===== src/rtl/part_2_clk_freeze_sched_if.sv =====
// Fringe put/get channel between the clock-freeze scheduler (master) and the fringe engine (slave).
interface part_2_clk_freeze_sched_if #(
    parameter int DW = 9
);
    logic          put_req;
    logic [2:0]    put_evt;
    logic          put_ack;
    logic          get_req;
    logic [2:0]    get_evt;
    logic          get_valid;
    logic [DW-1:0] get_data;

    modport master (
        output put_req, put_evt, get_req, get_evt,
        input  put_ack, get_valid, get_data
    );

    modport slave (
        input  put_req, put_evt, get_req, get_evt,
        output put_ack, get_valid, get_data
    );
endinterface


===== src/rtl/part_2_clk_freeze_sched.sv =====
// Freezes mission-clock domains on each edge and round-robin schedules one put/get exchange per edge.
// Optional watchdog and ERROR state enabled by defining CS_SCHED_WD_EN.
module part_2_clk_freeze_sched #(
    parameter int NDOM    = 4,
    parameter int DW      = 9,
    parameter int PUT_OFS = 4,
    parameter int WD_MAX  = 10000
) (
    input  logic                      clk_i,
    input  logic                      rst_ni,
    input  logic [NDOM-1:0]           edge_req,
    part_2_clk_freeze_sched_if.master fringe,
    output logic [DW-1:0]             rcv_data,
    output logic [NDOM-1:0]           rcv_valid,
    output logic [NDOM-1:0]           freeze_clk,
    output logic                      busy,
    output logic [NDOM-1:0]           overrun,
    output logic                      wd_err
);

    typedef enum logic [2:0] {
        IDLE    = 3'd0,
        PUT     = 3'd1,
        GET     = 3'd2,
        RELEASE = 3'd3,
        ERROR   = 3'd4
    } state_e;

    state_e          state_q, state_d;
    logic [1:0]      grant_q, grant_d;
    logic [1:0]      ptr_q, ptr_d;
    logic [NDOM-1:0] pending_q, pending_d;
    logic [NDOM-1:0] overrun_q, overrun_d;
    logic [DW-1:0]   rcv_data_q, rcv_data_d;
    logic [1:0]      rr_idx;
    logic            rr_found;

    if (NDOM < 1 || NDOM > 4 || WD_MAX < 1) begin : g_param_check
        $error("part_2_clk_freeze_sched: NDOM must be 1..4 and WD_MAX at least 1");
    end

`ifdef CS_SCHED_WD_EN
    localparam int            WD_W    = (WD_MAX > 1) ? $clog2(WD_MAX) : 1;
    localparam logic [WD_W-1:0] WD_LAST = WD_W'(WD_MAX - 1);

    logic [WD_W-1:0] wd_cnt_q, wd_cnt_d;
`endif

    // First pending domain found scanning upward from the round-robin pointer, with wrap.
    always_comb begin
        rr_found = 1'b0;
        rr_idx   = '0;
        for (int k = 0; k < NDOM; k++) begin
            if (!rr_found && pending_q[(int'(ptr_q) + k) % NDOM]) begin
                rr_found = 1'b1;
                rr_idx   = 2'((int'(ptr_q) + k) % NDOM);
            end
        end
    end

    always_comb begin
        state_d    = state_q;
        grant_d    = grant_q;
        ptr_d      = ptr_q;
        pending_d  = pending_q;
        overrun_d  = overrun_q;
        rcv_data_d = rcv_data_q;
`ifdef CS_SCHED_WD_EN
        wd_cnt_d   = '0;
`endif

        case (state_q)
            IDLE: begin
                if (rr_found) begin
                    grant_d = rr_idx;
                    state_d = PUT;
                end
            end
            PUT: begin
                if (fringe.put_ack) begin
                    state_d = GET;
                end
            end
            GET: begin
                if (fringe.get_valid) begin
                    rcv_data_d = fringe.get_data;
                    state_d    = RELEASE;
                end
            end
            RELEASE: begin
                state_d = IDLE;
                ptr_d   = (int'(grant_q) == NDOM - 1) ? 2'd0 : grant_q + 2'd1;
                for (int i = 0; i < NDOM; i++) begin
                    if (grant_q == 2'(i)) begin
                        pending_d[i] = 1'b0;
                    end
                end
            end
            ERROR: begin
                state_d = ERROR;
            end
            default: begin
                state_d = IDLE;
            end
        endcase

`ifdef CS_SCHED_WD_EN
        // The count restarts on every phase change, so each of PUT and GET gets the full budget.
        if ((state_q == PUT || state_q == GET) && state_d == state_q) begin
            if (wd_cnt_q == WD_LAST) begin
                state_d = ERROR;
            end else begin
                wd_cnt_d = wd_cnt_q + 1'b1;
            end
        end
`endif

        // An edge for the domain being released starts a fresh request rather than an overrun.
        for (int i = 0; i < NDOM; i++) begin
            if (edge_req[i]) begin
                if (pending_q[i] && !(state_q == RELEASE && grant_q == 2'(i))) begin
                    overrun_d[i] = 1'b1;
                end else begin
                    pending_d[i] = 1'b1;
                end
            end
        end

        if (state_d == ERROR) begin
            pending_d = '0;
        end
    end

    always_ff @(posedge clk_i or negedge rst_ni) begin
        if (!rst_ni) begin
            state_q    <= IDLE;
            grant_q    <= '0;
            ptr_q      <= '0;
            pending_q  <= '0;
            overrun_q  <= '0;
            rcv_data_q <= '0;
        end else begin
            state_q    <= state_d;
            grant_q    <= grant_d;
            ptr_q      <= ptr_d;
            pending_q  <= pending_d;
            overrun_q  <= overrun_d;
            rcv_data_q <= rcv_data_d;
        end
    end

`ifdef CS_SCHED_WD_EN
    always_ff @(posedge clk_i or negedge rst_ni) begin
        if (!rst_ni) begin
            wd_cnt_q <= '0;
        end else begin
            wd_cnt_q <= wd_cnt_d;
        end
    end

    assign wd_err = (state_q == ERROR);
`else
    assign wd_err = 1'b0;
`endif

    always_comb begin
        rcv_valid = '0;
        for (int i = 0; i < NDOM; i++) begin
            if (state_q == RELEASE && grant_q == 2'(i)) begin
                rcv_valid[i] = 1'b1;
            end
        end
    end

    assign fringe.put_req = (state_q == PUT);
    assign fringe.put_evt = (state_q == PUT) ? 3'(PUT_OFS) + {1'b0, grant_q} : 3'd0;
    assign fringe.get_req = (state_q == GET);
    assign fringe.get_evt = (state_q == GET) ? {1'b0, grant_q} : 3'd0;

    assign freeze_clk = pending_q;
    assign busy       = (state_q != IDLE);
    assign overrun    = overrun_q;
    assign rcv_data   = rcv_data_q;

endmodule


===== src/flat_wrapper.sv =====
// flat-port wrapper written by rule: the top's interface ports become plain ports
module part_2_clk_freeze_sched_flat 
#(
    parameter int NDOM    = 4,
    parameter int DW      = 9,
    parameter int PUT_OFS = 4,
    parameter int WD_MAX  = 10000
)
  (clk_i, rst_ni, edge_req, rcv_data, rcv_valid, freeze_clk, busy, overrun, wd_err, fringe_put_req, fringe_put_evt, fringe_get_req, fringe_get_evt, fringe_put_ack, fringe_get_valid, fringe_get_data);
  part_2_clk_freeze_sched_if #(.DW(DW)) fringe_i ();
  input  logic clk_i;
  input  logic rst_ni;
  input  logic [NDOM-1:0] edge_req;
  output logic [DW-1:0] rcv_data;
  output logic [NDOM-1:0] rcv_valid;
  output logic [NDOM-1:0] freeze_clk;
  output logic busy;
  output logic [NDOM-1:0] overrun;
  output logic wd_err;
  output wire logic [$bits(fringe_i.put_req)-1:0] fringe_put_req;
  output wire logic [$bits(fringe_i.put_evt)-1:0] fringe_put_evt;
  output wire logic [$bits(fringe_i.get_req)-1:0] fringe_get_req;
  output wire logic [$bits(fringe_i.get_evt)-1:0] fringe_get_evt;
  input wire logic [$bits(fringe_i.put_ack)-1:0] fringe_put_ack;
  input wire logic [$bits(fringe_i.get_valid)-1:0] fringe_get_valid;
  input wire logic [$bits(fringe_i.get_data)-1:0] fringe_get_data;
  assign fringe_put_req = fringe_i.put_req;
  assign fringe_put_evt = fringe_i.put_evt;
  assign fringe_get_req = fringe_i.get_req;
  assign fringe_get_evt = fringe_i.get_evt;
  assign fringe_i.put_ack = fringe_put_ack;
  assign fringe_i.get_valid = fringe_get_valid;
  assign fringe_i.get_data = fringe_get_data;
  part_2_clk_freeze_sched #(.NDOM(NDOM), .DW(DW), .PUT_OFS(PUT_OFS), .WD_MAX(WD_MAX)) u_core (.clk_i(clk_i), .rst_ni(rst_ni), .edge_req(edge_req), .fringe(fringe_i), .rcv_data(rcv_data), .rcv_valid(rcv_valid), .freeze_clk(freeze_clk), .busy(busy), .overrun(overrun), .wd_err(wd_err));
endmodule

===== config.mk =====
export PLATFORM = sky130hd
export DESIGN_NAME = part_2_clk_freeze_sched_flat
export DESIGN_NICKNAME = d
export VERILOG_FILES = /design/src/rtl/part_2_clk_freeze_sched_if.sv /design/src/rtl/part_2_clk_freeze_sched.sv /design/src/flat_wrapper.sv
export SDC_FILE = /design/constraint.sdc
export NUM_CORES = 1
export LEC_CHECK = 0
export BUFFER_PORTS_ARGS = -buffer_cell sky130_fd_sc_hd__buf_2
export CAP_MARGIN = 0
export CORE_MARGIN = 5
export CORE_UTILIZATION = 34
export CTS_BUF_LIST = sky130_fd_sc_hd__clkbuf_8
export CTS_CLUSTER_DIAMETER = 150
export DETAILED_ROUTE_END_ITERATION = 10
export PLACE_DENSITY = 0.64
export RECOVER_POWER = 50
export SLEW_MARGIN = 10
export SYNTH_ARGS = -nofsm -noshare
export SYNTH_HDL_FRONTEND = slang
export SYNTH_SLANG_ARGS = --single-unit

===== constraint.sdc =====
create_clock -name clk_i -period 2.8 [get_ports clk_i]
set_input_delay 0.14 -clock clk_i [delete_from_list [all_inputs] [get_ports clk_i]]
set_output_delay 0.14 -clock clk_i [all_outputs]
set_load 0.02 [all_outputs]

======== Word-level counts from Yosys, hierarchy flattened ========
Index checks and enable logic that the tools add are counted.
operators by class
  reduce and logical (&&, ||, !) cells .... 30
  muxes and demuxes ....................... 44
  magnitude comparators ................... 4
  add/subtract/negate cells ............... 5
  bitwise gates (word level) .............. 3
  equal/unequal tests ..................... 9
operators with widths
  kind                 number
  $mux 1               27
  $lt 3x4->1 const B   3
  $mux 2               6
  $mux 3               4
  $pmux 3 s4           1
  $reduce_and 2->1     6
  $logic_and 1x1->1    11
  $bmux 1 s2           4
  $mux 4               2
  $logic_not 1->1      7
  $eq 3x2->1 const B   2
  $eq 3x3->1 const B   2
  $reduce_or 2->1      3
  $add 2x1->2 const B  2
  $add 2x2->2 const B  2
  $eq 2x1->1 const B   2
  $eq 2x2->1 const B   2
  $add 3x2->3 const A  1
  $and 1x1->1 const A  3
  $eq 3x1->1 const B   1
  $logic_not 3->1      1
  $lt 2x3->1 const B   1
  $reduce_bool 3->1    1
  $logic_not 2->1      1
word-level totals
  output and inout port bits .............. 31
  bits in registers ....................... 24

======== Depth between registers and ports, before layout ========
Gate-level depths: netlist (run 1).
  word-level depth ........................ 18
  gate-level depth with buffers ........... 5
  gate-level depth less buffers ........... 5

======== Worst setup path after synthesis (run 1) ========
OpenSTA, ideal clock, no wires.
  kind .................................... flip-flop to output port
  start point ............................. register u_core.state_q[0]
  end point ............................... output fringe_put_evt[0]
  buffers on the path ..................... 0
  data required time ...................... 2.660 ns
  cell stages (with the launch flop) ...... 3
  data arrival time ....................... 1.529 ns
  setup slack ............................. 1.131 ns
  cells stage by stage .................... dfrtp_1 > nor3b_1 > and2_1
on the way
  longest elaborated chain between the ends .. 2
RTL lines
  what                    RTL line                        RTL
  start, declared         part_2_clk_freeze_sched.sv:29   state_e state_q, state_d;
  start signal, assigned  part_2_clk_freeze_sched.sv:143  state_q <= state_d;
  $eq 3x1->1              --
  via fringe_put_req      flat_wrapper.sv:20              output wire logic [$bits(fringe_i.put_req)-1:0] fringe_put_req;
  $mux 3                  part_2_clk_freeze_sched.sv:176  assign fringe.put_evt = (state_q == PUT) ? 3'(PUT_OFS) + {1'b0, grant_q} : 3'd0;
  end, declared           flat_wrapper.sv:21              output wire logic [$bits(fringe_i.put_evt)-1:0] fringe_put_evt;
The timed path passes the listed nets, and every way through them passes these cells.

======== Worst setup path after layout (run 1) ========
  start point ............................. register u_core.state_q[0]
  end point ............................... output fringe_put_evt[0]
on the way
  longest elaborated chain between the ends .. 2
RTL lines
  what        RTL line
  $eq 3x1->1  part_2_clk_freeze_sched.sv:176
  $mux 3      part_2_clk_freeze_sched.sv:176
No other way between the ends.

==> results of run 1 <==
## sequential cells by signal (all words and copies together), names as in the netlist
register           count
u_core.freeze_clk      4
u_core.grant_q         2
u_core.ptr_q           2
u_core.rcv_data        9
u_core.overrun         4
u_core.state_q         3
## final cells by class
| type | count | share of cell area |
|---|---|---|
| flip-flops and latches | 24 | 0.402 |
| multi-input cells | 65 | 0.357 |
| repair buffers | 46 | 0.146 |
| well taps | 46 | 0.0385 |
| clock buffers | 4 | 0.0368 |
| inverters | 8 | 0.0201 |
## cell usage after synthesis
| cell | instances |
|---|---|
| o21ai_0 | 4 |
| a211o_2 | 1 |
| ha_1 | 4 |
| mux2i_1 | 1 |
| buf_12 | 1 |
| a21oi_1 | 5 |
| and2_1 | 2 |
| buf_4 | 3 |
| o211ai_1 | 1 |
| a31o_2 | 4 |
| a21oi_4 | 1 |
| and2_2 | 2 |
| nor2_1 | 8 |
| and3b_2 | 1 |
| or3_4 | 1 |
| nand2_1 | 6 |
| dfrtp_1 | 24 |
| a32oi_1 | 1 |
| a21o_2 | 1 |
| o221ai_1 | 1 |
| clkbuf_1 | 2 |
| buf_2 | 1 |
| nor3b_1 | 2 |
| conb_1 | 1 |
| nand2b_1 | 2 |
| nor4b_1 | 1 |
| nor3b_4 | 1 |
| a31oi_1 | 1 |
| mux2_2 | 1 |
| and4b_1 | 1 |
| inv_1 | 8 |
| mux2_4 | 9 |
| and2_4 | 1 |
## through the flow
step,utilization,hold WS (ns),std cells
6_report,0.441,0.101,193
5_1_grt,0.441,0.0929,193
4_1_cts,0.447,0.100,193
3_5_place_dp,0.427,0.152,188
3_3_place_gp,0.427,0.142,188
2_1_floorplan,-,-0.156,104
## power by group through the flow
stage               logic, mW  clock network, mW  registers (mW)
CTS                     0.752              0.239           0.590
detailed placement      0.749                  0           0.592
floorplan               0.488                  0           0.650
global route            0.788              0.256           0.611
finish                  0.722              0.235           0.595
global placement        0.730                  0           0.585
## worst max-delay path: cells and delay by family, from the launching register on
| kind | cells | cell delay (ns) |
|---|---|---|
| AND/OR/NAND/NOR | 2 | 0.67 |
| flip-flops | 1 | 0.45 |
| buffers and inverters | 1 | 0.16 |
## timing repair
item,in CTS,in global routing
setup buffers,0,0
endpoints found under the hold margin,24,0
hold buffers,1,0
## how the worst max path moves through the flow
stage                                      from                        endpoint  slack (ns)  depth (start not counted)
global route        u_core.state_q[0]$_DFF_PN0_               fringe_put_evt[1]        0.97                          3
global placement    u_core.state_q[0]$_DFF_PN0_  u_core.rcv_data[8]$_DFFE_PN0P_        1.42                          3
floorplan           u_core.state_q[0]$_DFF_PN0_               fringe_put_evt[0]        1.13                          2
finish              u_core.state_q[0]$_DFF_PN0_               fringe_put_evt[0]        1.12                          3
CTS                 u_core.state_q[0]$_DFF_PN0_               fringe_put_evt[0]        1.08                          3
detailed placement  u_core.state_q[0]$_DFF_PN0_  u_core.rcv_data[7]$_DFFE_PN0P_        1.37                          3
## metal layers
layer / up-vias / track usage / routed length [um] / share of wire
li1: 435 / - / - / -
met1: 453 / 0.136 / 1160 / 0.42
met2: 23 / 0.205 / 1460 / 0.53
met3: 2 / 0.0174 / 113 / 0.041
met4: 0 / 0.0319 / 27 / 0.0098
met5: - / 0 / 0 / 0
## logic make-up after synthesis
kind of cell,Yosys count
DFF,24
muxes,11
adders and majority gates,4
and+or+nand+nor,28
buffers and inverters,15
AOI/OAI and AO/OA,20
other,1
==> flow_summary_export.csv, run 1 <==
group,metric,value,unit
clock_network,clock-sinks,24,
critical_path,r2r_slack,1.35,ns
synth,synth_top_family_by_area,"simple AND/OR/NAND/NOR gates",
critical_path,crit_fanout,6,
global_routing,grt_first_pass_wirelength,4560,um
route,num_vias,913,
synth,netlist_area,1220,sq um
die,start_util,0.359,
global_routing,grt_pass1_vias,941,
synth,syn_area_per_cell,11.8,sq um
power,vdd_drop_max,0.000320,V
die,die_x,69.8,um
die,rows,21,
critical_path,end_kind,"output port",
clock_network,cts.path.max_buffers,2,
clock_network,path_clk_slew,0.09,ns
layout,fillCellCount,334,
synth,yosys.area_share.adder,0.0411,
layout,multi_input_comb_area,534,sq um
timing,finalCritPeriodShare,0.600,
place,dp_hpwl,2080,um
synth,yosys.area_share.simple,0.144,
critical_path,start_kind,"flip-flop",
synth,yosysWarnings,0,
place,place_congestion,0.749,
route,drc,0,
critical_path,regToRegStartpoint,"u_core.state_q[0]$_DFF_PN0_",
synth,yosys.area.top_type_share,0.493,
route,vias_per_cell,4.73,
synth,yosys.area.top_type,"dfrtp_1",
clock_network,htree_levels,1,
global_routing,grt_max_degree,25,
layout,ff_latch_area,601,sq um
critical_path,worstPathCellList,"nor3b_1, and2_1, buf_2",
die,dieArea,4880,sq um
run,maxCapViolCount,0,
timing,drv_slew,0,
global_routing,track_usage,0.113,
critical_path,slowest_delay,0.48,ns
critical_path,r2r_end,"u_core.rcv_data[1]$_DFFE_PN0P_",
synth,ys_seq_area_frac,0.493,
clock_network,insertion_delay,0.26,ns
power,total_power,1.55,mW
layout,design_area,1500,sq um
power,p_seq_frac,0.383,
power,power.density,1040,nW/um^2
synth,synth_cell_types,33,
run_status,status,"complete, no violations",
synth,yosys.area_share.xor_xnor,0,
layout,antenna_cells,0,
hold_path,worstHoldStart,"fringe_get_data[4]",
power,p_int,0.910,mW
timing,setup_viol,0,
place,numPortBuffers,45,
power,power_leakage,0.710,nW
critical_path,cp.required,2.66,ns
power,combPwrFrac,0.465,
synth,syn_inst,103,
critical_path,cp.arrival,1.54,ns
global_routing,antenna_found_initial,0,
timing,setup_tns,0,ns
synth,synth_compound_area_frac,0.120,
die,dieHeight,69.8,um
layout,nNetsFinal,169,
timing,rsz0062_at_grt,"no",
route,wirelength,2750,um
timing,max-slew-margin-rel,0.131,
layout,drive_gt1_frac,0.388,
place,post-place-ws,1.37,ns
timing,fmax,0.596,GHz
critical_path,r2r_cells,3,
die,io_pins,48,
timing,tightest_slew,1.30,ns
die,core_area,3390,sq um
clock_network,numCtsBuffers,3,
clock_network,clockRootBuffer,"clkbuf_8",
clock_network,cts_tree,"built",
timing,period_needed,1.68,ns
layout,final_cell_mix,"31 x buf_2, 24 x dfrtp_1, 14 x clkbuf_1",
hold_path,whs_path_depth,2,
route,drtAntennaViolNets,0,
timing,fin_ws,1.12,ns
timing,finClkSkew,0.00141,ns
power,power_frac_clock,0.152,
place,dpl_cell_area,1450,sq um
synth,synth_area_leaders,"dfrtp_1 49%, mux2_4 11%, ha_1 4.1%",
synth,ys_ff_latch,24,
global_routing,grt-ovfl-total,0,
clock_network,cts_resized,0,
timing,finalHoldViolations,0,
hold_path,hold_path.class,"input port to flip-flop",
route,dr.pass1.iters,4,
synth,synth_mux_area_frac,0.128,
layout,area_growth,22.8,%
critical_path,cp_slowest_cell,"nor3b_1",
power,swShare,0.414,
route,routedWlPerCell,14.3,um
critical_path,crit_type,"flip-flop to output port",
power,p_switching,0.642,mW
hold_path,hold_path_end,"u_core.rcv_data[4]$_DFFE_PN0P_",
layout,final_common_cell,"buf_2",
route,initialDrtViolationCount,52,
Note: power is estimated with default switching activity, not from simulation.
==> run 2, diff against run 1 <==
- ABC_AREA: default -> 1
- clock period: 2.8 -> 1.6 ns (I/O delays scaled with it)
==> flow_summary_export.csv, run 2 <==
group,metric,value,unit
critical_path,start_kind,"flip-flop",
die,rows,22,
critical_path,cpMostUsedCell,"inv_1",
synth,netlist_area,1300,sq um
global_routing,use_met2,0.194,
die,die_x,71.9,um
die,dieArea,5160,sq um
route,drc,0,
global_routing,grtUsageMet3,0.0337,
timing,setup_tns,0,ns
synth,ys_top_cells_by_count,"35 x nand2_1, 24 x dfrtp_1, 22 x nor2_1",
die,core_area,3690,sq um
clock_network,clock-sinks,24,
global_routing,grt_pass1_vias,1116,
die,io_pins,48,
global_routing,track_usage,0.115,
global_routing,grt_max_degree,25,
clock_network,cts_tree,"built",
critical_path,end_kind,"output port",
die,dieHeight,71.9,um
synth,synth_edf_count,0,
route,vias_per_cell,4.45,
route,initialDrtViolationCount,81,
place,place_congestion,0.837,
global_routing,grt_first_pass_wirelength,4800,um
synth,post-synth-top-count-cell,"nand2_1",
timing,finClkSkew,0.00141,ns
clock_network,numCtsBuffers,3,
layout,area_growth,25.0,%
timing,max-slew-margin-rel,0.601,
critical_path,critical_path.top_delay_family,"flip-flops",
layout,nNetsFinal,223,
route,routedWlPerCell,11.3,um
clock_network,insertion_delay,0.26,ns
power,power_leakage,0.826,nW
synth,syn_inst,154,
layout,largest_register_ffs,9,
synth,yosys.area.top_type,"dfrtp_1",
clock_network,cts.path.max_buffers,2,
hold_path,hold_path.class,"input port to flip-flop",
die,start_util,0.353,
critical_path,cp.arrival,1.39,ns
route,wirelength,2800,um
timing,finalCritPeriodShare,0.917,
critical_path,cp.required,1.52,ns
clock_network,path_clk_slew,0.08,ns
run,maxCapViolCount,0,
clock_network,clockRootBuffer,"clkbuf_8",
critical_path,slowest_delay,0.43,ns
timing,tightest_slew,0.598,ns
layout,final_common_cell,"nand2_1",
route,num_vias,1109,
route,dr.pass1.iters,4,
timing,fmax,0.681,GHz
global_routing,grt_use_met1,0.143,
timing,finalHoldViolations,0,
clock_network,post_cts_buffers,0,
synth,yosys.area.top_type_share,0.462,
critical_path,worst-path-buf-inv,3,
critical_path,crit_fanout,5,
route,drtAntennaViolNets,0,
layout,drive_gt1_frac,0.303,
synth,syn_area_per_cell,8.45,sq um
synth,async_flop_share,1.00,
place,numPortBuffers,45,
critical_path,cp_slowest_cell,"dfrtp_1",
timing,period_needed,1.47,ns
timing,rsz0062_at_grt,"no",
synth,ys_seq_area_frac,0.462,
synth,yosysWarnings,0,
synth,ys_ff_latch,24,
critical_path,worstPathCellList,"inv_1, ha_1, inv_1, nor2_1, buf_2",
clock_network,htree_levels,1,
synth,synth_area_leaders,"dfrtp_1 46%, nand2_1 10%, mux2_2 6.9%",
layout,fin_cells,249,
global_routing,antenna_found_initial,0,
timing,setup_viol,0,
global_routing,grt_busiest_layer,"met2",
synth,synth_cell_types,25,
synth,ys.flop_type,"dfrtp_1",
layout,final_cell_mix,"35 x nand2_1, 30 x buf_2, 23 x dfrtp_1",
place,place_inst,244,
global_routing,grt-ovfl-total,0,
power,power.density,1960,nW/um^2
layout,antenna_cells,0,
power,vdd_drop_max,0.000970,V
run_status,status,"complete, no violations",
timing,drv_slew,0,
critical_path,crit_type,"flip-flop to output port",
place,dp_hpwl,2270,um
-- run 2: path summary, 6_finish.rpt --
path	cells past startpoint	slack, ns	endpoint	start
min in group asynchronous	2	0.35	u_core.rcv_data[5]$_DFFE_PN0P_	rst_ni
worst min-delay path	3	0.03	u_core.state_q[1]$_DFF_PN0_	fringe_put_ack
max in group asynchronous	2	0.82	u_core.ptr_q[0]$_DFFE_PN0P_	rst_ni
worst max-delay path	5	0.13	rcv_valid[2]	u_core.grant_q[0]$_DFFE_PN0P_
worst min register to register	1	0.46	u_core.overrun[2]$_DFFE_PN0P_	u_core.overrun[2]$_DFFE_PN0P_
worst max register to register	10	0.14	u_core.grant_q[1]$_DFFE_PN0P_	u_core.ptr_q[0]$_DFFE_PN0P_
-- run 2: repair_timing --
item | 4_1_cts | 5_1_grt
gates resized for setup | 0 | 2
hold endpoints to repair | 24 | 0
hold buffers | 1 | 0
endpoints found under the setup margin | 0 | 5
-- run 2: worst register-to-register path, cell delays in order, from the launching register on --
cell and delay, ns:
dfrtp_2 0.48, inv_2 0.15, nand2_1 0.07, nand3_1 0.11, nand2_2 0.09, nor2_4 0.14
nand3_2 0.08, nand2_2 0.10, inv_1 0.05, nand2_1 0.05, nand2_1 0.05
-- run 2: power breakdown --
group          internal [mW]  leakage, nW  switching, mW
Clock                  0.334       0.0357          0.190
Combinational          0.570        0.525           1.11
Sequential             0.814        0.265          0.178
Total                   1.72        0.826           1.47
-- run 2: layout make-up --
class / count / area (sq um)
Tap cell: 48 / 60.1
Multi-Input combinational cell: 107 / 601
Clock inverter: 1 / 30.0
Fill cell: 398 / 2060
Inverter: 20 / 75.1
Timing Repair Buffer: 46 / 218
Clock buffer: 3 / 41.3
Sequential cell: 24 / 602
-- run 2: cell families after synthesis --
family / Yosys count / share of synthesized area
AO/OA/AOI/OAI: 14 / 0.0663
adder cells (fa/ha/maj): 4 / 0.0385
buffers and inverters: 24 / 0.0837
flip-flops: 24 / 0.462
multiplexers: 9 / 0.0779
other: 1 / 0.00288
AND/OR/NAND/NOR: 78 / 0.269
-- run 2: stage by stage --
step	cell area [sq um]	util	worst slack, ns	total power [mW]	hold WS, ns
final	1630	0.441	0.133	3.19	0.0311
after global routing	1630	0.441	0.00197	3.48	0.0262
after CTS	1640	0.444	0.0370	3.26	0.0293
after detailed placement	1560	0.422	0.0587	2.72	0.0971
after global placement	1560	0.422	0.106	2.69	0.0928
after floorplan	1310	-	0.00343	2.29	-0.216
-- run 2: metal layers --
layer / share of wire / wire length [um] / up-vias
met2: 0.47 / 1320 / 34
li1: - / - / 568
met1: 0.45 / 1260 / 503
met4: 0.0061 / 17 / 0
met5: 0 / 0 / -
met3: 0.074 / 207 / 4
